### src/rtl/pong_pkg.sv
// Shared definitions for the paddle bank: encoder step classification and
// the position-width helper used to size per-channel position registers.
package pong_pkg;

   // Decoded encoder movement for one cycle.
   typedef enum logic [1:0] {
      STEP_NONE = 2'd0,
      STEP_DEC  = 2'd1,
      STEP_INC  = 2'd2,
      STEP_ERR  = 2'd3
   } step_t;

   // Bits needed to hold 0..field_w; at least 2 so a double step fits.
   function automatic int pos_width(input int field_w);
      int w;
      w = $clog2(field_w + 1);
      return (w < 2) ? 2 : w;
   endfunction

   // Classify (encoder - prev) mod 4: +1 moves toward bit 0, -1 away.
   function automatic step_t decode_step(input logic [1:0] diff);
      case (diff)
         2'd1:    return STEP_DEC;
         2'd3:    return STEP_INC;
         2'd2:    return STEP_ERR;
         default: return STEP_NONE;
      endcase
   endfunction

endpackage

### src/rtl/paddle_chan.sv
// One paddle channel: tracks the paddle LSB position from a 2-bit encoder,
// handles width changes, re-centring and saturation, and registers the
// bitmap. Optional two-cell acceleration is built when PADDLE_ACCEL_EN is
// defined.
module paddle_chan
   import pong_pkg::*;
#(
   parameter int FIELD_W   = 16,
   parameter int NARROW_W  = 4,
   parameter int WIDE_W    = 6,
   parameter int ACCEL_WIN = 8
) (
   input  logic               clk,
   input  logic               reset_n,
   input  logic [1:0]         encoder_value,
   input  logic               width_sel,
   input  logic               center,
   output logic [FIELD_W-1:0] paddle_o,
   output logic               moved,
   output logic               enc_err
);

   // Bad geometry stops elaboration.
   if (NARROW_W < 1 || NARROW_W > FIELD_W || WIDE_W < 1 || WIDE_W > FIELD_W ||
       ACCEL_WIN < 1) begin : g_bad_param
      $error("paddle_chan: invalid paddle width or acceleration window");
   end

   localparam int PW = pos_width(FIELD_W);
   localparam logic [PW-1:0] NARROW_MAX = PW'(FIELD_W - NARROW_W);
   localparam logic [PW-1:0] WIDE_MAX   = PW'(FIELD_W - WIDE_W);
   localparam logic [PW-1:0] NARROW_WP  = PW'(NARROW_W);
   localparam logic [PW-1:0] WIDE_WP    = PW'(WIDE_W);
   localparam logic [PW-1:0] RST_POS    = PW'((FIELD_W - WIDE_W) / 2);

   logic [PW-1:0]      pos;
   logic [1:0]         prev;
   logic               primed;

   logic [PW-1:0]      max_n;
   logic [PW-1:0]      w_n;
   logic [PW-1:0]      pos_c;
   logic [PW-1:0]      pos_n;
   logic [PW-1:0]      amt;
   logic               moved_n;
   logic [FIELD_W-1:0] bm_n;
   step_t              step;

   // Steps are only trusted once prev holds a real encoder sample.
   assign step = primed ? decode_step(encoder_value - prev) : STEP_NONE;

`ifdef PADDLE_ACCEL_EN
   localparam int CW_RAW = $clog2(ACCEL_WIN + 1);
   localparam int CW     = (CW_RAW < 1) ? 1 : CW_RAW;

   logic [CW-1:0] win_cnt;
   logic          last_inc;
   logic          streak_vld;
   logic          accel;

   // A same-direction step inside the window doubles the move.
   assign accel = streak_vld && (last_inc == (step == STEP_INC)) &&
                  (win_cnt < CW'(ACCEL_WIN));
   assign amt   = accel ? PW'(2) : PW'(1);

   // Streak tracking: cycles since the last step, saturating at the window.
   always_ff @(posedge clk or negedge reset_n) begin
      if (!reset_n) begin
         win_cnt    <= '0;
         last_inc   <= 1'b0;
         streak_vld <= 1'b0;
      end else if (center || step == STEP_ERR) begin
         win_cnt    <= '0;
         streak_vld <= 1'b0;
      end else if (step == STEP_DEC || step == STEP_INC) begin
         win_cnt    <= '0;
         last_inc   <= (step == STEP_INC);
         streak_vld <= 1'b1;
      end else if (win_cnt != CW'(ACCEL_WIN)) begin
         win_cnt <= win_cnt + CW'(1);
      end
   end
`else
   assign amt = PW'(1);
`endif

   // Next position and bitmap: clamp to the new width, then centre or step.
   always_comb begin
      max_n   = width_sel ? WIDE_MAX : NARROW_MAX;
      w_n     = width_sel ? WIDE_WP : NARROW_WP;
      pos_c   = (pos > max_n) ? max_n : pos;
      pos_n   = pos_c;
      if (center) begin
         pos_n = max_n >> 1;
      end else if (step == STEP_DEC) begin
         pos_n = (pos_c >= amt) ? pos_c - amt : '0;
      end else if (step == STEP_INC) begin
         pos_n = ((max_n - pos_c) >= amt) ? pos_c + amt : max_n;
      end
      moved_n = (center || step == STEP_DEC || step == STEP_INC) &&
                (pos_n != pos_c);
      bm_n    = '0;
      for (int i = 0; i < FIELD_W; i++) begin
         bm_n[i] = (PW'(i) >= pos_n) && (PW'(i) < pos_n + w_n);
      end
   end

   // Channel state and registered outputs.
   always_ff @(posedge clk or negedge reset_n) begin
      if (!reset_n) begin
         pos      <= RST_POS;
         prev     <= '0;
         primed   <= 1'b0;
         paddle_o <= '0;
         moved    <= 1'b0;
         enc_err  <= 1'b0;
      end else begin
         pos      <= pos_n;
         prev     <= encoder_value;
         primed   <= 1'b1;
         paddle_o <= bm_n;
         moved    <= moved_n;
         enc_err  <= (step == STEP_ERR);
      end
   end

endmodule

### src/rtl/paddle_bank.sv
// Bank of NUM_CH independent paddle channels sharing one clock and reset.
// Optional feature macro: PADDLE_ACCEL_EN (two-cell moves on fast streaks).
module paddle_bank
   import pong_pkg::*;
#(
   parameter int NUM_CH    = 2,
   parameter int FIELD_W   = 16,
   parameter int NARROW_W  = 4,
   parameter int WIDE_W    = 6,
   parameter int ACCEL_WIN = 8
) (
   input  logic                      clk,
   input  logic                      reset_n,
   input  logic [2*NUM_CH-1:0]       encoder_value,
   input  logic [NUM_CH-1:0]         width_sel,
   input  logic [NUM_CH-1:0]         center,
   output logic [FIELD_W*NUM_CH-1:0] paddle_o,
   output logic [NUM_CH-1:0]         moved,
   output logic [NUM_CH-1:0]         enc_err
);

   // One channel per slice of the packed buses.
   for (genvar c = 0; c < NUM_CH; c++) begin : g_chan
      paddle_chan #(
         .FIELD_W  (FIELD_W),
         .NARROW_W (NARROW_W),
         .WIDE_W   (WIDE_W),
         .ACCEL_WIN(ACCEL_WIN)
      ) u_chan (
         .clk          (clk),
         .reset_n      (reset_n),
         .encoder_value(encoder_value[2*c +: 2]),
         .width_sel    (width_sel[c]),
         .center       (center[c]),
         .paddle_o     (paddle_o[FIELD_W*c +: FIELD_W]),
         .moved        (moved[c]),
         .enc_err      (enc_err[c])
      );
   end

endmodule

### config.mk
export PLATFORM = sky130hd
export DESIGN_NAME = paddle_bank
export DESIGN_NICKNAME = d
export VERILOG_FILES = /design/src/rtl/pong_pkg.sv /design/src/rtl/paddle_chan.sv /design/src/rtl/paddle_bank.sv
export SDC_FILE = /design/constraint.sdc
export NUM_CORES = 1
export LEC_CHECK = 0
export ABC_AREA = 1
export CORE_ASPECT_RATIO = 0.8
export CORE_MARGIN = 10
export CORE_UTILIZATION = 54
export CTS_CLUSTER_SIZE = 10
export DETAILED_ROUTE_END_ITERATION = 8
export DONT_BUFFER_PORTS = 1
export PLACE_DENSITY = 0.72
export SYNTH_ARGS = -nofsm -noshare
export SYNTH_HDL_FRONTEND = slang
export SYNTH_SLANG_ARGS = --single-unit
### constraint.sdc
create_clock -name clk -period 3.9 [get_ports clk]
set_clock_uncertainty 0.05 [all_clocks]
set_input_delay 0.78 -clock clk [delete_from_list [all_inputs] [get_ports clk]]
set_output_delay 0.78 -clock clk [all_outputs]
set_load 0.05 [all_outputs]
# ---- Word level (Yosys, flattened, before mapping)
# Index checks and enable logic that the tools add are counted.
dict set report classes {
  eq_ne 14
  order_cmp 70
  addsub 10
  reduce_logical 38
  n_mux 20
}
# cell count
set op_table {}
lappend op_table {{greater-or-equal comparator 4 x 5 -> 1 bit, first input constant} 16}
lappend op_table {{< comparator 4 x 5 -> 1 bit, first input constant} 16}
lappend op_table {{2-to-1 mux 5 bit} 12}
lappend op_table {{greater-or-equal comparator 3 x 5 -> 1 bit, first input constant} 8}
lappend op_table {{< comparator 3 x 5 -> 1 bit, first input constant} 8}
lappend op_table {{logical AND 1 bit} 34}
lappend op_table {{greater-or-equal comparator 1 x 5 -> 1 bit, first input constant} 4}
lappend op_table {{greater-or-equal comparator 2 x 5 -> 1 bit, first input constant} 4}
lappend op_table {{greater-or-equal comparator 5 x 1 -> 1 bit, second input constant} 4}
lappend op_table {{< comparator 1 x 5 -> 1 bit, first input constant} 4}
lappend op_table {{< comparator 2 x 5 -> 1 bit, first input constant} 4}
lappend op_table {{== test 2 bit, second input constant} 8}
lappend op_table {{case mux 2 bit (3 select lines)} 2}
lappend op_table {{adder 5 x 1 -> 5 bit, second input constant} 2}
lappend op_table {{adder 5 bit} 2}
lappend op_table {{greater-than comparator 5 bit} 2}
lappend op_table {{inequality test 5 bit} 2}
lappend op_table {{subtractor 5 x 1 -> 5 bit, second input constant} 2}
lappend op_table {{subtractor 5 bit} 2}
lappend op_table {{== test 2 x 1 -> 1 bit, second input constant} 4}
lappend op_table {{2-to-1 mux 2 bit} 4}
lappend op_table {{2-to-1 mux 3 bit} 2}
lappend op_table {{logical OR 1 bit} 4}
lappend op_table {{subtractor 2 bit} 2}
dict set report word_totals {
  reg_bits 51
  out_inout_bits 36
  input_bits 10
  word_cells 163
}

# ---- Longest topological paths before layout
dict set report logic_depth {
  depth_word 12
  ltp_mapped 33
  mapped_depth_nobuf 33
}

# ---- Cells and area by module
# From an unflattened synthesis, not the netlist that was laid out.
dict set report hier_totals {
  hier_cells 525
  hier_area_um2 3905.0
}
# module cells_each area_per_inst_um2 seq_area_each_um2 instances
set by_module_without_submodules {}
lappend by_module_without_submodules {{paddle_chan at g_chan[1].u_chan} 265 2006.9 653.1 1}
lappend by_module_without_submodules {{paddle_chan at g_chan[0].u_chan} 260 1898.1 653.1 1}

# ---- Worst setup path after synthesis
# No wires, ideal clock.
dict set report synth_path {
  path_type {input port to flip-flop}
  from {input width_sel[1]}
  to {register g_chan[1].u_chan.paddle_o[2]}
  arrival_time_ns 4.018
  path_slack_ns -0.284
  path_buffers 0
  setup_time_ns 0.116
  cell_stages 26
  required_time_ns 3.734
  path_cell_list {ha_1 > nand2_1 > a21oi_2 > nand3_2 > nand2_2 > inv_1 > ha_1 > inv_1 > ha_1 > nand3b_1 > nor2_1 > nand2_1 > nor2_2 > a21oi_1 > o21ai_0 > nand3_1 > nand2_1 > ha_1 > inv_1 > ha_1 > inv_1 > nand3_1 > nand2_2 > nand4_1 > nor2_1 > nor2_1}
}
dict set report synth_between {
  elab_chain_cells 12
  elab_cells_between_ends 18
  cone_classes {add/sub: 4; order compare: 5; mux: 8; reduce/logical: 1}
}
# item line
set synth_rtl {}
lappend synth_rtl {{from (decl)} paddle_bank.sv:15} ;# input logic [NUM_CH-1:0] width_sel,
lappend synth_rtl {{2-to-1 mux 3 bit (*)} paddle_chan.sv:89} ;# max_n = width_sel ? WIDE_MAX : NARROW_MAX;
lappend synth_rtl {{greater-than comparator 5 bit} paddle_chan.sv:91} ;# pos_c = (pos > max_n) ? max_n : pos;
lappend synth_rtl {{2-to-1 mux 5 bit} paddle_chan.sv:91}
lappend synth_rtl {{subtractor 5 bit} paddle_chan.sv:98} ;# pos_n = ((max_n - pos_c) >= amt) ? pos_c + amt : max_n;
lappend synth_rtl {{greater-or-equal comparator 5 x 1 -> 1 bit} paddle_chan.sv:98}
lappend synth_rtl {{2-to-1 mux 5 bit} paddle_chan.sv:98}
lappend synth_rtl {{2-to-1 mux 5 bit} paddle_chan.sv:97} ;# end else if (step == STEP_INC) begin
lappend synth_rtl {{2-to-1 mux 5 bit} paddle_chan.sv:95} ;# end else if (step == STEP_DEC) begin
lappend synth_rtl {{2-to-1 mux 5 bit (*)} paddle_chan.sv:93} ;# if (center) begin
lappend synth_rtl {{via g_chan[1].u_chan.pos_n[1]} paddle_chan.sv:43} ;# logic [PW-1:0] pos_n;
lappend synth_rtl {{adder 5 bit} paddle_chan.sv:104} ;# bm_n[i] = (PW'(i) >= pos_n) && (PW'(i) < pos_n + w_n);
lappend synth_rtl {{< comparator 2 x 5 -> 1 bit} paddle_chan.sv:104}
lappend synth_rtl {{logical AND 1 bit (*)} paddle_chan.sv:104}
lappend synth_rtl {{via g_chan[1].u_chan.bm_n[2]} paddle_chan.sv:46} ;# logic [FIELD_W-1:0] bm_n;
lappend synth_rtl {{to (signal assigned)} paddle_chan.sv:121} ;# paddle_o <= bm_n;
lappend synth_rtl {{to (decl)} paddle_chan.sv:18} ;# output logic [FIELD_W-1:0] paddle_o,
# Mark *: on every way through the listed nets, which the timed path passes. The rest lies on a longest branch.

# ---- Worst setup path after layout
dict set report layout_path {
  from {input width_sel[1]}
  to {register g_chan[1].u_chan.paddle_o[10]}
}
dict set report layout_between {
  elab_chain_cells 12
  elab_cells_between_ends 18
  cone_classes {add/sub: 4; order compare: 5; mux: 8; reduce/logical: 1}
}
# item line
set layout_rtl {}
lappend layout_rtl {{2-to-1 mux 3 bit (*)} paddle_chan.sv:89}
lappend layout_rtl {{greater-than comparator 5 bit} paddle_chan.sv:91}
lappend layout_rtl {{2-to-1 mux 5 bit} paddle_chan.sv:91}
lappend layout_rtl {{subtractor 5 bit} paddle_chan.sv:98}
lappend layout_rtl {{greater-or-equal comparator 5 x 1 -> 1 bit} paddle_chan.sv:98}
lappend layout_rtl {{2-to-1 mux 5 bit} paddle_chan.sv:98}
lappend layout_rtl {{2-to-1 mux 5 bit} paddle_chan.sv:97}
lappend layout_rtl {{2-to-1 mux 5 bit} paddle_chan.sv:95}
lappend layout_rtl {{2-to-1 mux 5 bit (*)} paddle_chan.sv:93}
lappend layout_rtl {{via g_chan[1].u_chan.pos_n[1]} paddle_chan.sv:43}
lappend layout_rtl {{adder 5 bit} paddle_chan.sv:104}
lappend layout_rtl {{< comparator 4 x 5 -> 1 bit} paddle_chan.sv:104}
lappend layout_rtl {{logical AND 1 bit (*)} paddle_chan.sv:104}
lappend layout_rtl {{via g_chan[1].u_chan.bm_n[10]} paddle_chan.sv:46}
# Marks and branches as above.

==> flow_summary.toml <==
[yosys]
yosysWarnings = 0
syn_nets = 564
synth_cell_types = 35
synthesis.area_sq_um = 3920
synthCells = 524
synth_async_sr_flop_share_pct = 100
ys_ff_latch = 51
synth_area_leader_cell = "dfrtp_1"
avgSynthCellArea_sq_um = 7.48
netlist_top_cells_area = "dfrtp_1 30%, nand2_1 9.7%, ha_1 8.9%, inv_1 7.8%, nand3_1 6.0%"
synth_edf_count = 0
synth_seq_area_share_pct = 32.7
synth_top_area_share_pct = 30.0
synth_flop_cell = "dfrtp_1"

[grt]
grt_pass1_vias = 3406
grt_pass1_wl_um = 16500
grt_overflow_total = 0
grt_max_degree = 52
track_usage_pct = 18.2
antenna_found_initial = 0

[detailed_routing]
vias = 3541
wl_um = 10300
first_pass_iters = 5
post_drt_wl_per_cell_um = 15.4
dr.first_iter.drc_count = 195
ant_nets = 0
drc = 0
viasPerCell = 5.31

[die]
dieHeight_um = 96.2
die-width_um = 115
boundaryPins = 46
core_area_sq_um = 6960
core.rowCount = 27
start_util_pct = 56.3
die-area_sq_um = 11100

[clock_tree]
clk_latency_ps = 320
clk_pin_slew_worst_paths_ps = 120
htree_levels = 2
cts_tree = "yes"
cts_buffers = 5
cts_buffer_depth = 2
clkSinkCount = 51
hold_buffers = 0
cts_root_buf = "clkbuf_8"

[sta]
maxSlewHeadroom_pct = 66.0
fmax_ghz = 0.265
fin_setup_tns_ps = 0
rsz0062_at_grt = "true"
timing.final.crit_period_ps = 3770
post-route-period-util_pct = 96.8
finalHoldViolations = 0
final-max-slew-violation-count = 0
finalSetupViolCount = 0
worst_pin_slew_ps = 511
fin_hold_ws_ps = 84.1

[final_layout]
multi_input_area_sq_um = 2500
syn2layout_area_growth_pct = 22.5
drive_gt1_share_pct = 33.6
register_area_sq_um = 1280
n_fill_cell = 559
diodes = 0
finalNetCount = 619
final_cells = 667

[critical_path]
cp.arrival_ps = 3920
crit_type = "in -> reg"
crit_path_end_kind = "flop"
required_ps = 4050
start_kind = "primary input"
worstPathMaxFanout = 7

[place]
io_buffers = 0
dp.final_hpwl_um = 7670
placed_cells = 648
globalplace.congestion = 0.923

[job]
max_cap_viol_count = 0

[power_and_ir_drop]
power.leakage_nw = 2.52
ir_drop_mv = 0.427
finalPower_mw = 3.31
cellPowerDensity_nw_per_um2 = 689

[status]
outcome = "finished clean"

[min_path]
hold_path_class = "in -> async"
layout make-up:
type	instances	area share (%)
tap	87	2.27
sequential	51	26.7
timing repair buffer	52	8.13
clock inverter	3	1.49
clock buffer	5	1.43
multi-input combinational	371	52.1
inverter	98	7.87
flip-flops by register name (all words and copies together) (netlist names):
register                flops
g_chan.u_chan.enc_err       2
g_chan.u_chan.primed        1
g_chan.u_chan.moved         2
g_chan.u_chan.paddle_o     32
g_chan.u_chan.pos          10
g_chan.u_chan.prev          4
cell usage after synthesis, types with 3 or more instances:
cell type / number
dfrtp_1: 47
nand3_4: 4
inv_1: 81
o21ai_1: 10
nand2_1: 101
dfstp_2: 4
nand2_4: 10
o21ai_0: 12
nor3_1: 6
nand3_1: 47
nor2_1: 54
nand4_1: 14
buf_4: 4
nand3_2: 6
ha_1: 28
a21oi_2: 3
nand2_2: 23
a21oi_1: 13
nor2_4: 5
xor2_1: 8
inv_2: 15
nand3b_1: 6
nor2_2: 7
routing by layer:
layer	wire, um	track usage (%)	vias up
li1	-	-	1767
met1	4610	24.6	1656
met2	4640	27.4	107
met3	945	6.16	11
met4	93	4.01	0
met5	0	0	-
logic make-up after synthesis:
kind of cell / Yosys count / share of synthesized area [%]
and+or+nand+nor: 288 / 38.7
buffers and inverters: 102 / 10.3
DFF: 51 / 32.7
AOI/OAI and AO/OA: 44 / 6.51
adders and majority gates: 30 / 9.96
xor gates and xnor gates: 8 / 1.79
other: 1 / 0.0957
critical path, stage by stage:
cell and delay (ps):
ha_4 270, nand2_4 50, a21oi_2 140, nand3_2 120, nand2_4 130, inv_4 50
ha_4 260, inv_2 30, ha_2 140, nand3b_1 140, nor2_1 100, nand2_1 100
nor2_4 140, a21oi_2 90, o21ai_4 190, nand3_2 120, nand2_2 130, ha_4 130
inv_2 40, ha_4 160, inv_2 60, nand2_2 50, nand2_2 70, nand4_1 170
nor2_1 170, nor2_1 60
placed cells by master (no fill, tap or decap), types with 8 or more instances in the layout:
cell	instances
nand3_1	39
nand2_1	88
nor2_2	10
dfrtp_1	47
buf_4	52
o21ai_0	8
xor2_1	8
a21oi_1	12
inv_1	70
nor2_1	50
o21ai_1	12
nand4_1	14
ha_4	10
inv_2	24
ha_1	17
nand3_2	14
nand2_4	15
nand2_2	31
report_power, final:
| part | leakage, nW | switching [mW] | internal [mW] |
|---|---|---|---|
| Sequential | 0.626 | 0.591 | 0.686 |
| Combinational | 1.82 | 0.932 | 0.643 |
| Clock | 0.0703 | 0.198 | 0.261 |
stage by stage:
stage | instance area [sq um] | utilization [%] | worst slack, ps
2_1_floorplan | 4090 | - | -22.6
6_report | 4800 | 69.0 | 126
5_1_grt | 4800 | 69.0 | -89.0
4_1_cts | 4620 | 66.3 | 5.67
3_5_place_dp | 4480 | 64.3 | -226
3_3_place_gp | 4480 | 64.3 | -217
final timing paths:
| kind | from | endpoint | slack (ps) | cells past startpoint |
|---|---|---|---|---|
| worst min-delay path | reset_n | g_chan[0].u_chan.paddle_o[14]$_DFF_PN0_ | 80 | 0 |
| worst max-delay path | width_sel[1] | g_chan[1].u_chan.paddle_o[10]$_DFF_PN0_ | 130 | 26 |
| max in group asynchronous | reset_n | g_chan[0].u_chan.pos[2]$_DFF_PN1_ | 3510 | 0 |
| worst max register to register | g_chan[1].u_chan.pos[2]$_DFF_PN1_ | g_chan[1].u_chan.paddle_o[10]$_DFF_PN0_ | 130 | 27 |
| worst min register to register | g_chan[1].u_chan.primed$_DFF_PN0_ | g_chan[1].u_chan.enc_err$_DFF_PN0_ | 550 | 2 |
| min in group clk | encoder_value[1] | g_chan[0].u_chan.prev[1]$_DFF_PN0_ | 420 | 0 |
repair_timing:
action | 4_1_cts | 5_1_grt
hold endpoints to repair | 0 | 0
endpoints found under the setup margin | 0 | 29
setup buffers | 0 | 11
gates resized for setup | 0 | 31
Power figures use the tool's default switching activity.
